$ cat src/rtl/hazard_ctrl_unit.sv
// hazard_ctrl_unit: stall/flush sequencer for the 5-stage RV32 pipeline.
// Handles load-use hazards, multi-cycle mul/div occupancy of EX, dmem-wait
// freeze, and branch/trap flushes. Control outputs are combinational from
// the registered state and the current inputs, and are forced to 0 while
// rst_n is low.
//
// Ports:
//   clk, rst_n                      clock, async active-low reset
//   id_rs1/rs2_addr, id_uses_rs1/2  source operands of the ID instruction
//   ex_mem_read, ex_rd_addr         load-in-EX detection
//   ex_md_valid, md_done            multi-cycle unit handshake
//   branch_taken, trap_flush        redirect requests
//   mem_req, mem_ready              dmem wait
//   pc_stall .. ex_mem_bubble       per-stage stall/bubble/flush controls
//   md_start, md_abort              multi-cycle unit control pulses
//   perf_stall_cnt                  count of cycles with pc_stall=1
//
// Optional feature macro: HAZARD_PERF_CNT_EN
//   defined   -> perf_stall_cnt is a free-running 32-bit stall counter
//   undefined -> perf_stall_cnt is tied to 0
module hazard_ctrl_unit #(
    parameter int unsigned LOAD_USE_CYCLES = 1,
    parameter int unsigned MD_TIMEOUT      = 64
) (
    input  logic        clk,
    input  logic        rst_n,
    input  logic [4:0]  id_rs1_addr,
    input  logic [4:0]  id_rs2_addr,
    input  logic        id_uses_rs1,
    input  logic        id_uses_rs2,
    input  logic        ex_mem_read,
    input  logic [4:0]  ex_rd_addr,
    input  logic        ex_md_valid,
    input  logic        md_done,
    input  logic        branch_taken,
    input  logic        trap_flush,
    input  logic        mem_req,
    input  logic        mem_ready,
    output logic        pc_stall,
    output logic        if_id_stall,
    output logic        if_id_flush,
    output logic        id_ex_stall,
    output logic        id_ex_bubble,
    output logic        ex_mem_stall,
    output logic        ex_mem_bubble,
    output logic        md_start,
    output logic        md_abort,
    output logic [31:0] perf_stall_cnt
);

    localparam int unsigned LU_CNT_W = 2;
    localparam int unsigned MD_CNT_W = (MD_TIMEOUT > 2) ? $clog2(MD_TIMEOUT) : 1;

    typedef enum logic [1:0] {
        ST_RUN      = 2'd0,
        ST_LU_STALL = 2'd1,
        ST_MD_BUSY  = 2'd2
    } state_e;

    state_e                state_q, state_d;
    logic [LU_CNT_W-1:0]   lu_cnt_q, lu_cnt_d;
    logic [MD_CNT_W-1:0]   md_cnt_q, md_cnt_d;

    logic mem_freeze;
    logic load_use_hit;
    logic md_timeout_hit;

    logic pc_stall_c, if_id_stall_c, if_id_flush_c, id_ex_stall_c, id_ex_bubble_c;
    logic ex_mem_stall_c, ex_mem_bubble_c, md_start_c, md_abort_c;

    assign mem_freeze   = mem_req && !mem_ready;
    assign load_use_hit = ex_mem_read && (ex_rd_addr != 5'd0) &&
                          ((id_uses_rs1 && (id_rs1_addr == ex_rd_addr)) ||
                           (id_uses_rs2 && (id_rs2_addr == ex_rd_addr)));
    // md_cnt counts unfrozen cycles since md_start (the start cycle is 1)
    assign md_timeout_hit = (MD_TIMEOUT != 0) &&
                            (md_cnt_q == MD_CNT_W'(MD_TIMEOUT - 1));

    // Next-state and control decode, priority trap > freeze > branch > MD > load-use
    always_comb begin
        state_d         = state_q;
        lu_cnt_d        = lu_cnt_q;
        md_cnt_d        = md_cnt_q;
        pc_stall_c      = 1'b0;
        if_id_stall_c   = 1'b0;
        if_id_flush_c   = 1'b0;
        id_ex_stall_c   = 1'b0;
        id_ex_bubble_c  = 1'b0;
        ex_mem_stall_c  = 1'b0;
        ex_mem_bubble_c = 1'b0;
        md_start_c      = 1'b0;
        md_abort_c      = 1'b0;

        if (trap_flush) begin
            if_id_flush_c   = 1'b1;
            id_ex_bubble_c  = 1'b1;
            ex_mem_bubble_c = 1'b1;
            md_abort_c      = (state_q == ST_MD_BUSY);
            state_d         = ST_RUN;
            lu_cnt_d        = '0;
            md_cnt_d        = '0;
        end else if (mem_freeze) begin
            // whole pipe holds; branch/md_done are left for the upstream to repeat
            pc_stall_c     = 1'b1;
            if_id_stall_c  = 1'b1;
            id_ex_stall_c  = 1'b1;
            ex_mem_stall_c = 1'b1;
        end else begin
            unique case (state_q)
                ST_RUN: begin
                    if (branch_taken) begin
                        if_id_flush_c  = 1'b1;
                        id_ex_bubble_c = 1'b1;
                    end else if (ex_md_valid) begin
                        md_start_c      = 1'b1;
                        ex_mem_bubble_c = 1'b1;
                        pc_stall_c      = 1'b1;
                        if_id_stall_c   = 1'b1;
                        id_ex_stall_c   = 1'b1;
                        md_cnt_d        = MD_CNT_W'(1);
                        state_d         = ST_MD_BUSY;
                    end else if (load_use_hit) begin
                        pc_stall_c     = 1'b1;
                        if_id_stall_c  = 1'b1;
                        id_ex_bubble_c = 1'b1;
                        if (LOAD_USE_CYCLES > 1) begin
                            lu_cnt_d = LU_CNT_W'(LOAD_USE_CYCLES - 1);
                            state_d  = ST_LU_STALL;
                        end
                    end
                end
                ST_LU_STALL: begin
                    if (branch_taken) begin
                        if_id_flush_c  = 1'b1;
                        id_ex_bubble_c = 1'b1;
                        lu_cnt_d       = '0;
                        state_d        = ST_RUN;
                    end else begin
                        pc_stall_c     = 1'b1;
                        if_id_stall_c  = 1'b1;
                        id_ex_bubble_c = 1'b1;
                        lu_cnt_d       = lu_cnt_q - LU_CNT_W'(1);
                        if (lu_cnt_q == LU_CNT_W'(1)) begin
                            state_d = ST_RUN;
                        end
                    end
                end
                ST_MD_BUSY: begin
                    if (md_done) begin
                        // result advances out of EX this cycle
                        md_cnt_d = '0;
                        state_d  = ST_RUN;
                    end else if (md_timeout_hit) begin
                        md_abort_c = 1'b1;
                        md_cnt_d   = '0;
                        state_d    = ST_RUN;
                    end else begin
                        pc_stall_c      = 1'b1;
                        if_id_stall_c   = 1'b1;
                        id_ex_stall_c   = 1'b1;
                        ex_mem_bubble_c = 1'b1;
                        md_cnt_d        = md_cnt_q + MD_CNT_W'(1);
                    end
                end
                default: begin
                    state_d  = ST_RUN;
                    lu_cnt_d = '0;
                    md_cnt_d = '0;
                end
            endcase
        end
    end

    // State and counter registers
    always_ff @(posedge clk or negedge rst_n) begin
        if (!rst_n) begin
            state_q  <= ST_RUN;
            lu_cnt_q <= '0;
            md_cnt_q <= '0;
        end else begin
            state_q  <= state_d;
            lu_cnt_q <= lu_cnt_d;
            md_cnt_q <= md_cnt_d;
        end
    end

    // Outputs are held at 0 for the whole reset assertion
    assign pc_stall      = pc_stall_c      & rst_n;
    assign if_id_stall   = if_id_stall_c   & rst_n;
    assign if_id_flush   = if_id_flush_c   & rst_n;
    assign id_ex_stall   = id_ex_stall_c   & rst_n;
    assign id_ex_bubble  = id_ex_bubble_c  & rst_n;
    assign ex_mem_stall  = ex_mem_stall_c  & rst_n;
    assign ex_mem_bubble = ex_mem_bubble_c & rst_n;
    assign md_start      = md_start_c      & rst_n;
    assign md_abort      = md_abort_c      & rst_n;

`ifdef HAZARD_PERF_CNT_EN
    logic [31:0] perf_cnt_q, perf_cnt_d;

    // Stall-cycle counter, wraps naturally at 2^32
    always_comb begin
        perf_cnt_d = perf_cnt_q + 32'(pc_stall_c);
    end

    always_ff @(posedge clk or negedge rst_n) begin
        if (!rst_n) begin
            perf_cnt_q <= '0;
        end else begin
            perf_cnt_q <= perf_cnt_d;
        end
    end

    assign perf_stall_cnt = perf_cnt_q;
`else
    assign perf_stall_cnt = 32'd0;
`endif

endmodule

$ cat config.mk
export PLATFORM = sky130hd
export DESIGN_NAME = hazard_ctrl_unit
export DESIGN_NICKNAME = d
export VERILOG_FILES = /design/src/rtl/hazard_ctrl_unit.sv
export SDC_FILE = /design/constraint.sdc
export NUM_CORES = 1
export LEC_CHECK = 0
export CORE_UTILIZATION = 35
export DETAILED_ROUTE_END_ITERATION = 8
export PLACE_DENSITY = 0.82
export SYNTH_ARGS = -nofsm -noshare
export SYNTH_HDL_FRONTEND = slang
export SYNTH_SLANG_ARGS = --single-unit
$ cat constraint.sdc
create_clock -name clk -period 1.7 [get_ports clk]
set_input_delay 0.17 -clock clk [delete_from_list [all_inputs] [get_ports clk]]
set_output_delay 0.17 -clock clk [all_outputs]
set_load 0.03 [all_outputs]
Yosys cells after proc, flatten, opt, wreduce, memory -nomap -nowiden
Cells that the tools add are included.
{ "word_totals": {"reg_bits": 10, "in_bits": 26, "output_inout_bits": 41} }
{ "op_classes": {"n_addsub": 2, "eq_ne": 13, "n_bitwise": 8, "n_reduce_logical": 14, "n_mux": 55} }
{ "ops": {"columns": ["op", "n"], "rows": [
  ["6-bit two-way mux", 6],
  ["1-bit two-way mux", 32],
  ["2-bit two-way mux", 11],
  ["6-bit one-hot mux with 3 select lines", 1],
  ["5-bit equality test", 2],
  ["1-bit AND", 8],
  ["4-bit inequality test, second input constant", 2],
  ["6-bit by 1-bit adder with 6-bit output, second input constant", 1],
  ["6-bit equality test, second input constant", 1],
  ["3-bit inequality test, second input constant", 2],
  ["2-bit one-hot mux with 3 select lines", 1],
  ["1-bit logical AND", 5],
  ["5-bit AND reduction", 1],
  ["5-bit nonzero test", 1],
  ["2-bit by 1-bit equality test with 1-bit output, second input constant", 2],
  ["2-bit inequality test, second input constant", 2],
  ["1-bit one-hot mux with 2 select lines", 2],
  ["2-bit one-hot mux with 2 select lines", 1],
  ["4-bit AND reduction", 1],
  ["2-bit OR reduction", 2],
  ["1-bit one-hot mux with 3 select lines", 1],
  ["2-bit equality test, second input constant", 1],
  ["2-bit zero test", 1],
  ["2-bit by 1-bit inequality test with 1-bit output, second input constant", 1],
  ["other kinds (4)", 4]
]} }

Logic depth before layout (Yosys ltp)
{ "logic_depth": {"ltp_word": 11, "mapped_depth": 7} }

Worst setup path after synthesis
No wires, ideal clock.
{ "synth_path": {"kind": "register to output", "startpoint": "register md_cnt_q[0]", "endpoint": "output port pc_stall", "slack_ps": -463, "arrival_time_ps": 1993, "path_stages_with_launch": 8, "path_cell_list": "dfrtp_1 -> ha_1 -> and3_4 -> nand3_4 -> a32oi_2 -> a21oi_2 -> o21bai_1 -> buf_4"} }
{ "synth_via": {"elab_chain_len": 7} }
{ "synth_lines": {"columns": ["item", "line_no", "rtl"], "rows": [
  ["start: declaration", "62", "logic [MD_CNT_W-1:0] md_cnt_q, md_cnt_d;"],
  ["start signal: assignment", "183", "md_cnt_q <= md_cnt_d;"],
  ["6-bit equality test", "77", "(md_cnt_q == MD_CNT_W'(MD_TIMEOUT - 1));"],
  ["1-bit two-way mux (2 in series)", null, null],
  ["1-bit one-hot mux with 3 select lines", null, null],
  ["1-bit two-way mux (2 in series)", null, null],
  ["1-bit AND", null, null],
  ["end: declaration", "39", "output logic pc_stall,"]
]} }
Every way passes these cells.

Final worst setup path
{ "layout_path": {"startpoint": "register md_cnt_q[1]", "endpoint": "output port pc_stall"} }
{ "layout_via": {"elab_chain_len": 7} }
{ "layout_lines": {"columns": ["item", "line_no", "rtl"], "rows": [
  ["6-bit equality test", "77", null],
  ["1-bit two-way mux", "153", "end else if (md_timeout_hit) begin"],
  ["1-bit two-way mux", "149", "if (md_done) begin"],
  ["1-bit one-hot mux with 3 select lines", "109", "unique case (state_q)"],
  ["1-bit two-way mux", "102", "end else if (mem_freeze) begin"],
  ["1-bit two-way mux", "94", "if (trap_flush) begin"],
  ["1-bit AND", "188", "assign pc_stall = pc_stall_c & rst_n;"]
]} }
Every way passes these cells.

==> run metrics <==
Root Driver=clkbuf_4; Die Ht=53.8 µm; drc violations=0; Total GRT Usage=0.153; layout cell share with drive strength beyond 1=0.320; non-filler cells, final=199; Yosys top cell by area=buf_4; CTS Sinks=7; PwrDens=573 nW/µm²; routed wire length=approximately 2200 µm; dpl cells=around 190; status=finished, violations left; design area=around 1400 µm²; vias in the first global route=769; GR Overflow Total=0; most frequent cells in the layout=conb_1 (32), buf_4 (28), xnor2_1 (13), dlygate4sd2_1 (11), clkdlybuf4s50_1 (10); Crit. End Element=output port; commonest non-fill, non-tap cell in the layout=conb_1; Starting Density=0.376; leakage power=approximately 0.65 nW; pre-CTS setup slack=-0.687 ns; sequential fraction of the synthesis area=0.186; DR vias=approximately 850; vias per inst=around 4.3; Final Core Density=0.550; Syn Std Cell Area=about 940 µm²; initial antenna violation count=0; crit path DAT=around 1.7 ns; die width=53.8 µm; setup ws final=-0.185 ns; Area Growth Syn to Fin=46.3%; overall power=~0.8 mW; CP delay by family, top=compound AO/OA/AOI/OAI gates; drt wl/cell=10.9 µm; CP peak stage delay=between 0.3 and 0.4 ns; Placement Cell Area=1320 µm²; largest net degree at the start of global routing=10; CP cell instances=ha_2, and3_4, nand3_4, a32oi_4, a21oi_4, o21bai_4, buf_4; Post-DRT Antenna Nets=0; slowest library cell on the worst path=dfrtp_1; DRT Pass-1 Iters=4; CP max FO=2; top cell type's share of synthesized area=0.264; Worst EP required=~1.5 ns; distinct cell type count after synthesis=37; hpwl dp=around 1900 µm; number of CTS-inserted buffers=3; diode count=0; layout net count=approximately 200; Critical Path Source Type=register; Initial DRC Count=17; clk_lat worst skew=0.25 ns; WP buf/inv=1; Placer Congestion=about 0.8; H-tree depth=1; Core Region=~2500 µm²; Fillers=~230; CP Class=register to output port; Synth Instances=113; die area=about 2900 µm²; Slew Viols, Final=0; Worst-path clk slew=about 0.05 ns; failing checks=negative setup slack; hold buffer count at CTS=0; Seq. cell area=approximately 180 µm²; FP Rows=18; Setup Skew=roughly 0.00065 ns; fin crit period=1.89 ns; Ports=67; fmax=between 500 and 600 MHz; FF+latch count, synth=7; first-pass GRT wire length=approximately 3300 µm; setup_tns=-0.781 ns; Min Hold Slack=between 0.3 and 0.4 ns; RSZ-0062 raised after global routing=true; CTS tree=yes; Ys Warns=0; max-capacitance violation count=0; top cells by area, synth=buf_4 (26%), dfrtp_1 (19%), xnor2_1 (12%); worst min path class=input pin to asynchronous set/reset pin; clk buf depth=2; syn avg cell area=just over 8 µm²; Max IR drop VDD=between 0.0004 and 0.0005 V; Final period util=1.11; Port Buf Inserts=34; final hold vios=0; Finish-stage setup viols=5; area of the multi-input gates=approximately 650 µm²
[cell families (layout without fill, tap and decap cells)]
family / count (synthesis) / after routing / synth area share
buffers and inverters: 39 / 64 / 0.296
and+or+nand+nor: 31 / 31 / 0.197
AOI/OAI and AO/OA: 20 / 20 / 0.170
xor gates and xnor gates: 13 / 13 / 0.121
DFF: 7 / 7 / 0.186
adders and majority gates: 1 / 1 / 0.0133
other: 1 / 32 / 0.00399
muxes: 1 / 1 / 0.0120
[what timing repair did]
action	4_1_cts	5_1_grt
resized for setup	38	8
pin swaps	18	4
buffers inserted	3	0
setup endpoints to repair	6	7
[cells in the mapped netlist, drive strengths merged]
master,count
dfrtp,7
o21bai,2
nand2,9
a21boi,2
a32oi,1
nand2b,1
o22ai,1
o31ai,1
and3,2
mux2,1
buf,34
nor3,2
o21ai,5
o211ai,1
a211oi,1
conb,1
nor2b,2
and2,2
nor2,5
xnor2,13
or4,1
clkbuf,1
nand3,4
nand4,3
a21oi,4
a22oi,1
ha,1
a22o,1
inv,4
[state kept, by name, summed over array words and instances, names as in the netlist]
signal	cells
state_q	1
md_cnt_q	6
[per-layer routing]
layer  wire [µm]  part of all wire  vias to the layer above  GRT usage
li1            -                 -                      434          -
met1         836              0.39                      389      0.161
met2        1240              0.57                       27      0.309
met3          71             0.033                        2     0.0282
met4          19            0.0088                        0     0.0263
met5           0                 0                        -          0
[where the power goes]
| group | total [mW] | switching [mW] | internal (mW) |
|---|---|---|---|
| combinational | 0.439 | 0.262 | 0.177 |
| sequential | 0.201 | 0.0190 | 0.182 |
| clock | 0.148 | 0.0585 | 0.0894 |
[path summary, 6_finish.rpt]
| path | startpoint | to | slack (ns) | cells after the start |
|---|---|---|---|---|
| worst max-delay path | md_cnt_q[1] | pc_stall | -0.19 | 7 |
| worst min-delay path | rst_n | state_q[1] | 0.36 | 2 |
| worst max register to register | state_q[1] | md_cnt_q[4] | 0.19 | 5 |
| worst min register to register | md_cnt_q[0] | md_cnt_q[0] | 0.62 | 3 |
| max in group asynchronous | rst_n | md_cnt_q[2] | 1.21 | 2 |
| min in group clk | md_cnt_q[0] | md_cnt_q[0] | 0.62 | 3 |
[layout make-up]
class	instances	area share
Sequential cell	7	0.127
Timing Repair Buffer	56	0.340
Multi-Input combinational cell	98	0.475
Tap cell	30	0.0273
Inverter	4	0.0109
Clock buffer	4	0.0191
No activity file was read; power rests on OpenSTA's default activity.
